==> src/rtl/systolic_sched.sv <==
// systolic_sched: sequencer between scratch memory and systolic_array.
// Loads N weight rows and N im2col rows into local buffers. It then resets
// the array and feeds one X/W row per cycle. When the array reports done, it
// writes the M*K results back to memory and pulses done.
// Ports: clk, rst_systolic (async, active-low), start/busy/done handshake,
//   addr_rd/data_rd memory read (1-cycle latency), addr_wr/data_wr/mem_wr_en
//   memory write, sa_rst_n/X/W/Y/sa_done systolic_array interface.
module systolic_sched #(
  parameter int unsigned M          = 9,
  parameter int unsigned N          = 1,
  parameter int unsigned K          = 2,
  parameter int unsigned DATA_WIDTH = 32,
  parameter int unsigned ADDR_WIDTH = 32,
  parameter logic [ADDR_WIDTH-1:0] WEIGHT_BASE = ADDR_WIDTH'(32'h1000),
  parameter logic [ADDR_WIDTH-1:0] IM2COL_BASE = ADDR_WIDTH'(32'h2000),
  parameter logic [ADDR_WIDTH-1:0] OUTPUT_BASE = ADDR_WIDTH'(32'h3000)
) (
  input  logic                           clk,
  input  logic                           rst_systolic,
  input  logic                           start,
  output logic                           busy,
  output logic                           done,
  output logic [ADDR_WIDTH-1:0]          addr_rd,
  input  logic [DATA_WIDTH-1:0]          data_rd,
  output logic [ADDR_WIDTH-1:0]          addr_wr,
  output logic [DATA_WIDTH-1:0]          data_wr,
  output logic                           mem_wr_en,
  output logic                           sa_rst_n,
  output logic [DATA_WIDTH*M-1:0]        X,
  output logic [DATA_WIDTH*K-1:0]        W,
  input  logic [DATA_WIDTH*M*K-1:0]      Y,
  input  logic                           sa_done
);

  localparam int unsigned DW      = DATA_WIDTH;
  localparam int unsigned NK      = N * K;
  localparam int unsigned NM      = N * M;
  localparam int unsigned MK      = M * K;
  localparam int unsigned MAX_A   = (NM > MK) ? NM : MK;
  localparam int unsigned CNT_MAX = (MAX_A > NK) ? MAX_A : NK;
  localparam int unsigned CNT_W   = $clog2(CNT_MAX + 1);

  typedef enum logic [2:0] {
    S_IDLE, S_LOAD_W, S_LOAD_X, S_ARM, S_FEED, S_WAIT, S_WB, S_DONE
  } state_t;

  state_t               state_q, state_d;
  logic                 rd_vld_q, rd_vld_d;
  logic [CNT_W-1:0]     cnt_q, cnt_d;
  logic                 cap_vld_q, cap_vld_d;
  logic                 cap_x_q, cap_x_d;
  logic [CNT_W-1:0]     cap_idx_q, cap_idx_d;
  logic                 busy_q, busy_d;
  logic                 done_q, done_d;
  logic [ADDR_WIDTH-1:0] addr_rd_q, addr_rd_d;
  logic [ADDR_WIDTH-1:0] addr_wr_q, addr_wr_d;
  logic [DW-1:0]        data_wr_q, data_wr_d;
  logic                 mem_wr_en_q, mem_wr_en_d;
  logic                 sa_rst_n_q, sa_rst_n_d;
  logic [DW*M-1:0]      x_q, x_d;
  logic [DW*K-1:0]      w_q, w_d;

  logic [DW*K-1:0]      w_buf_q [N];
  logic [DW*K-1:0]      w_buf_d [N];
  logic [DW*M-1:0]      x_buf_q [N];
  logic [DW*M-1:0]      x_buf_d [N];
  logic [DW*M*K-1:0]    y_buf_q, y_buf_d;

  // Next-state, buffer capture and registered-output computation.
  always_comb begin
    state_d     = state_q;
    rd_vld_d    = 1'b0;
    cnt_d       = cnt_q;
    cap_vld_d   = rd_vld_q;
    cap_x_d     = (state_q == S_LOAD_X);
    cap_idx_d   = cnt_q;
    done_d      = 1'b0;
    addr_rd_d   = '0;
    addr_wr_d   = '0;
    data_wr_d   = '0;
    mem_wr_en_d = 1'b0;
    sa_rst_n_d  = sa_rst_n_q;
    x_d         = '0;
    w_d         = w_q;
    w_buf_d     = w_buf_q;
    x_buf_d     = x_buf_q;
    y_buf_d     = y_buf_q;

    // Read data arrives one cycle after its address; file it by issue index.
    if (cap_vld_q) begin
      if (cap_x_q) begin
        for (int unsigned r = 0; r < N; r++)
          for (int unsigned c = 0; c < M; c++)
            if (cap_idx_q == CNT_W'(r*M + c)) x_buf_d[r][c*DW +: DW] = data_rd;
      end else begin
        for (int unsigned r = 0; r < N; r++)
          for (int unsigned c = 0; c < K; c++)
            if (cap_idx_q == CNT_W'(r*K + c)) w_buf_d[r][c*DW +: DW] = data_rd;
      end
    end

    case (state_q)
      S_IDLE: begin
        if (start) begin
          state_d    = S_LOAD_W;
          rd_vld_d   = 1'b1;
          cnt_d      = '0;
          addr_rd_d  = WEIGHT_BASE;
          sa_rst_n_d = 1'b0;
        end
      end
      S_LOAD_W: begin
        rd_vld_d = 1'b1;
        if (cnt_q == CNT_W'(NK - 1)) begin
          state_d   = S_LOAD_X;
          cnt_d     = '0;
          addr_rd_d = IM2COL_BASE;
        end else begin
          cnt_d     = cnt_q + CNT_W'(1);
          addr_rd_d = addr_rd_q + ADDR_WIDTH'(1);
        end
      end
      S_LOAD_X: begin
        if (rd_vld_q) begin
          if (cnt_q != CNT_W'(NM - 1)) begin
            rd_vld_d  = 1'b1;
            cnt_d     = cnt_q + CNT_W'(1);
            addr_rd_d = addr_rd_q + ADDR_WIDTH'(1);
          end
        end else begin
          // Drain cycle: last word lands this cycle, array is held next.
          state_d    = S_ARM;
          sa_rst_n_d = 1'b0;
          w_d        = '0;
        end
      end
      S_ARM: begin
        state_d    = S_FEED;
        sa_rst_n_d = 1'b1;
        cnt_d      = '0;
        x_d        = x_buf_q[0];
        w_d        = w_buf_q[0];
      end
      S_FEED: begin
        if (cnt_q == CNT_W'(N - 1)) begin
          state_d = S_WAIT;
        end else begin
          cnt_d = cnt_q + CNT_W'(1);
          for (int unsigned r = 0; r < N; r++)
            if (cnt_q + CNT_W'(1) == CNT_W'(r)) begin
              x_d = x_buf_q[r];
              w_d = w_buf_q[r];
            end
        end
      end
      S_WAIT: begin
        if (sa_done) begin
          state_d     = S_WB;
          y_buf_d     = Y;
          cnt_d       = '0;
          mem_wr_en_d = 1'b1;
          addr_wr_d   = OUTPUT_BASE;
          data_wr_d   = Y[DW-1:0];
        end
      end
      S_WB: begin
        if (cnt_q == CNT_W'(MK - 1)) begin
          state_d    = S_DONE;
          done_d     = 1'b1;
          sa_rst_n_d = 1'b0;
        end else begin
          cnt_d       = cnt_q + CNT_W'(1);
          mem_wr_en_d = 1'b1;
          addr_wr_d   = OUTPUT_BASE + ADDR_WIDTH'(cnt_q) + ADDR_WIDTH'(1);
          for (int unsigned i = 0; i < MK; i++)
            if (cnt_q + CNT_W'(1) == CNT_W'(i)) data_wr_d = y_buf_q[i*DW +: DW];
        end
      end
      S_DONE: state_d = S_IDLE;
      default: state_d = S_IDLE;
    endcase

    busy_d = (state_d != S_IDLE);
  end

  // Control and output registers.
  always_ff @(posedge clk or negedge rst_systolic) begin
    if (!rst_systolic) begin
      state_q     <= S_IDLE;
      rd_vld_q    <= 1'b0;
      cnt_q       <= '0;
      cap_vld_q   <= 1'b0;
      cap_x_q     <= 1'b0;
      cap_idx_q   <= '0;
      busy_q      <= 1'b0;
      done_q      <= 1'b0;
      addr_rd_q   <= '0;
      addr_wr_q   <= '0;
      data_wr_q   <= '0;
      mem_wr_en_q <= 1'b0;
      sa_rst_n_q  <= 1'b0;
      x_q         <= '0;
      w_q         <= '0;
    end else begin
      state_q     <= state_d;
      rd_vld_q    <= rd_vld_d;
      cnt_q       <= cnt_d;
      cap_vld_q   <= cap_vld_d;
      cap_x_q     <= cap_x_d;
      cap_idx_q   <= cap_idx_d;
      busy_q      <= busy_d;
      done_q      <= done_d;
      addr_rd_q   <= addr_rd_d;
      addr_wr_q   <= addr_wr_d;
      data_wr_q   <= data_wr_d;
      mem_wr_en_q <= mem_wr_en_d;
      sa_rst_n_q  <= sa_rst_n_d;
      x_q         <= x_d;
      w_q         <= w_d;
    end
  end

  // Data buffers keep their contents across reset.
  always_ff @(posedge clk) begin
    w_buf_q <= w_buf_d;
    x_buf_q <= x_buf_d;
    y_buf_q <= y_buf_d;
  end

  assign busy      = busy_q;
  assign done      = done_q;
  assign addr_rd   = addr_rd_q;
  assign addr_wr   = addr_wr_q;
  assign data_wr   = data_wr_q;
  assign mem_wr_en = mem_wr_en_q;
  assign sa_rst_n  = sa_rst_n_q;
  assign X         = x_q;
  assign W         = w_q;

endmodule
==> config.mk <==
export PLATFORM = sky130hd
export DESIGN_NAME = systolic_sched
export DESIGN_NICKNAME = d
export VERILOG_FILES = /design/src/rtl/systolic_sched.sv
export SDC_FILE = /design/constraint.sdc
export NUM_CORES = 1
export LEC_CHECK = 0
export BUFFER_PORTS_ARGS = -buffer_cell sky130_fd_sc_hd__buf_2
export CAP_MARGIN = 10
export CORE_AREA = 4 4 410 412
export CTS_BUF_LIST = sky130_fd_sc_hd__clkbuf_16
export CTS_CLUSTER_DIAMETER = 200
export DETAILED_ROUTE_END_ITERATION = 6
export DIE_AREA = 0 0 414 416
export PLACE_DENSITY = 0.53
export SLEW_MARGIN = 10
export SYNTH_ARGS = -nofsm -noshare
export SYNTH_HDL_FRONTEND = slang
export SYNTH_SLANG_ARGS = --single-unit
==> constraint.sdc <==
create_clock -name clk -period 34.2 [get_ports clk]
set_input_delay 5.13 -clock clk [delete_from_list [all_inputs] [get_ports clk]]
set_output_delay 5.13 -clock clk [all_outputs]
set_load 0.1 [all_outputs]
==> results.env <==
NETLIST-CELL-TYPE-COUNT=104
POST_DRT_WL_PER_CELL_UM=30.6
DIE_WIDTH_UM=414
GRT_MAX_DEGREE=140
ROUTED-VIA-COUNT=33026
FINISH.CELL_COUNT_WITHOUT_FILLERS=6679
CTS_RESIZED=0
CRITICAL_PATH_ARRIVAL_PS=9040
SYN_INST=3246
DRTANTENNAVIOLNETS=0
PLACE_INST=6384
SYNTH_ASYNC_SR_FLOP_SHARE_PCT=32.3
HOLDBUFCOUNTCTS=0
IO_PINS=1064
CRITPATHLAUNCHTYPE='primary input'
MAPPEDNETLISTAREA_UM2=49800
YOSYSSEQAREASHARE_PCT=78.1
CRIT_PATH_MAX_FANOUT=76
MIN-DELAY-PATH-CLASS='reg2reg'
INITIAL_UTIL_PCT=30.3
SYNTH_LARGEST_TYPE_AREA_FRACTION_PCT=55.9
DIE_SPAN_IN_Y_UM=416
CRITPATHKIND='in2reg'
CTSROOTBUFFERMASTER='sky130_fd_sc_hd__clkbuf_16'
CTS_TREE='built'
WIRELENGTH_UM=204000
CTS.PATH.MAX_BUFFERS=3
POWER.DENSITY_CELL_AREA_nW_PER_UM2=84.9
FINAL.FILL_COUNT=15838
LAYOUT.CELLS.MOST_COMMON='sky130_fd_sc_hd__buf_2'
AVGSYNTHCELLAREA_UM2=15.3
TIMING_MAX_TRANSITION_VIOLATIONS_FINAL=0
DETAILEDPLACEMENTHPWL_UM=149000
INSERTION_DELAY_PS=780
FAILING_CHECKS='max-capacitance violations'
GRT_ANTENNA_BEFORE_REPAIR=74
POST-ROUTE-PERIOD-UTIL_PCT=24.4
WORST_HOLD_SLACK_PS=441
CLOCK_SINKS=1370
FINAL.MIN_CLOCK_PERIOD_PS=8330
FINAL.SETUP_SKEW_PS=37.4
MOSTFREQUENTLAYOUTCELLS='sky130_fd_sc_hd__buf_2, sky130_fd_sc_hd__edfxtp_1, sky130_fd_sc_hd__dfrtp_1, sky130_fd_sc_hd__nor2b_1, sky130_fd_sc_hd__nand2_1'
HOLD_VIOL=0
SETUP-TNS-FINAL_PS=0
POST-CTS-SETUP-BUFFER-COUNT=0
GP_CONGESTION=0.899
SYNTH-SEQ-CELLS=1370
WORSTMARGINPINSLEW_PS=1470
GRT.TOTAL_USAGE_PCT=22.8
FP.DIEAREA_UM2=172000
SYNTH_TOP_CELL_BY_AREA='sky130_fd_sc_hd__edfxtp_1'
NUM_ROWS=149
TIMING.SLEW.HEADROOM_PCT=0.655
SETUP_REPAIR_AFTER_GLOBAL_ROUTING_MISSED_ITS_MARGIN='no'
IR_WORST_VDD_uV=65.1
MAX_FREQ_MHz=120
PREDOMINANT_POST_SYNTHESIS_FLOP_CELL='sky130_fd_sc_hd__edfxtp_1'
FIRST_ITER_VIOLATIONS=3517
SYNTH_EDF_COUNT=928
CORE-AREA_UM2=164000
RUN_STATUS='complete, but fails checks'
FINISH.NET_COUNT=4964
SYNTH_TOP_CELLS_BY_AREA='sky130_fd_sc_hd__edfxtp_1, sky130_fd_sc_hd__dfrtp_1, sky130_fd_sc_hd__nor2b_1'
STATIC-LEAKAGE-POWER_nW=25.4
FIRST_PASS_GRT_WIRE_LENGTH_UM=273000
MAXCAPVIOLCOUNT=1
DRT-PASS1-ITER-COUNT=6
GRT_OVERFLOW_TOTAL=0
SYNTH-WARNING-COUNT=0
SYN2LAYOUT_AREA_GROWTH_PCT=26.1
CTSHTREEMAXLEVEL=4
WORSTPATHREQUIRED_PS=34910
ROUTED_VIA_DENSITY=4.94
PLACED_AREA_UM2=57800
FINAL_AREA_UM2=62800
CLK_PIN_SLEW_PS=60
DRC_ERRORS=0
PORT_BUFFERS=1039
FIRST_GLOBAL_VIAS=32807
SETUP_VIOLATIONS=0
NUMBER_OF_BUFFERS_INSERTED_DURING_CLOCK_TREE_SYNTHESIS=148
RATIO_OF_CELLS_WITH_DRIVE_ABOVE_1_IN_THE_FINAL_LAYOUT_PCT=31.7
ENDPOINT_KIND='flop'
## where the power goes
group	internal (mW)	switching, mW
sequential	2.02	0.109
combinational	0.262	1.33
clock	0.932	0.683
total	3.21	2.12
## cell families (layout without fill, tap and decap cells)
logic type | after synthesis | count (layout) | synth area share [%]
flip-flops | 1370 | 1370 | 78.1
AND/OR/NAND/NOR | 979 | 979 | 9.95
AO/OA/AOI/OAI | 635 | 635 | 8.95
buffers and inverters | 221 | 1420 | 2.14
XOR/XNOR | 33 | 33 | 0.633
adder cells (fa/ha/maj) | 6 | 6 | 0.151
other | 1 | 46 | 0.00753
multiplexers | 1 | 1 | 0.0226
## state kept, by name (all words and copies together) (netlist names), 3 cells and up
| name | cells |
|---|---|
| addr_rd | 32 |
| x_buf_q | 288 |
| X | 288 |
| cap_idx_q | 5 |
| W | 64 |
| cap_idx_d | 5 |
| w_buf_q | 64 |
| data_wr | 32 |
| addr_wr | 7 |
| state_q | 3 |
| y_buf_q | 576 |
## synthesized netlist by cell type, types with 14 or more instances
cell type and n:
sky130_fd_sc_hd__a21o_1 15, sky130_fd_sc_hd__a21oi_1 104, sky130_fd_sc_hd__a221o_1 15, sky130_fd_sc_hd__a221oi_1 46, sky130_fd_sc_hd__a31oi_1 20, sky130_fd_sc_hd__buf_2 59, sky130_fd_sc_hd__buf_4 35, sky130_fd_sc_hd__clkbuf_1 92
sky130_fd_sc_hd__dfrtp_1 442, sky130_fd_sc_hd__edfxtp_1 928, sky130_fd_sc_hd__inv_1 16, sky130_fd_sc_hd__nand2_1 291, sky130_fd_sc_hd__nand2b_1 16, sky130_fd_sc_hd__nand3_1 65, sky130_fd_sc_hd__nand4_1 19, sky130_fd_sc_hd__nor2_1 147
sky130_fd_sc_hd__nor2b_1 297, sky130_fd_sc_hd__nor3_1 56, sky130_fd_sc_hd__nor4_1 23, sky130_fd_sc_hd__o2111ai_1 14, sky130_fd_sc_hd__o211ai_1 33, sky130_fd_sc_hd__o21ai_0 156, sky130_fd_sc_hd__o21ai_1 20, sky130_fd_sc_hd__o221ai_1 22
sky130_fd_sc_hd__o22ai_1 25, sky130_fd_sc_hd__or3_1 17, sky130_fd_sc_hd__xor2_1 20
## critical path, stage by stage
cell	delay [ps]
sky130_fd_sc_hd__buf_2	110
sky130_fd_sc_hd__and3_4	450
sky130_fd_sc_hd__buf_4	830
sky130_fd_sc_hd__buf_4	810
sky130_fd_sc_hd__buf_4	830
sky130_fd_sc_hd__a22oi_1	270
sky130_fd_sc_hd__o31a_1	160
sky130_fd_sc_hd__a22o_1	200
sky130_fd_sc_hd__nor2_1	90
## stage by stage
stage | utilization, % | total power, mW | worst slack (ps)
finish | 38.2 | 5.33 | 25870
global route | 38.2 | 5.50 | 25660
CTS | 38.1 | 5.38 | 25930
detailed placement | 35.2 | 3.77 | 25100
global placement | 35.2 | 3.76 | 25120
floorplan | - | 3.25 | 11740
## area by class of cell
| cell class | instances | area (um2) | area share, % |
|---|---|---|---|
| clock inverters | 119 | 1080 | 1.73 |
| flip-flops and latches | 1370 | 38900 | 62.0 |
| well taps | 2189 | 2740 | 4.36 |
| inverters | 18 | 67.6 | 0.108 |
| diodes | 22 | 55.1 | 0.0877 |
| multi-input cells | 1678 | 10200 | 16.2 |
| repair buffers | 1130 | 5930 | 9.43 |
| clock buffers | 153 | 3830 | 6.10 |
## per-layer routing
layer / vias to the layer above / global-route usage, % / share of wire [%]
met1: 16548 / 25.9 / 36
met4: 64 / 11.6 / 5.9
li1: 14270 / - / -
met3: 439 / 5.72 / 7.3
met5: - / 0 / 0.20
met2: 1705 / 40.0 / 50
## path summary, 6_finish.rpt
kind	start	end	slack (ps)	cells after the start
worst min-delay path	x_buf_q[12]	X[12]	440	1
max in group asynchronous	rst_systolic	data_wr[15]	26560	4
worst max-delay path	sa_done	data_wr[0]	25870	9
worst min register to register	x_buf_q[12]	X[12]	440	1
worst max register to register	cap_idx_d[0]	X[171]	28890	10
min in group asynchronous	rst_systolic	X[95]	4430	1
Note: power is estimated with default switching activity, not from simulation.
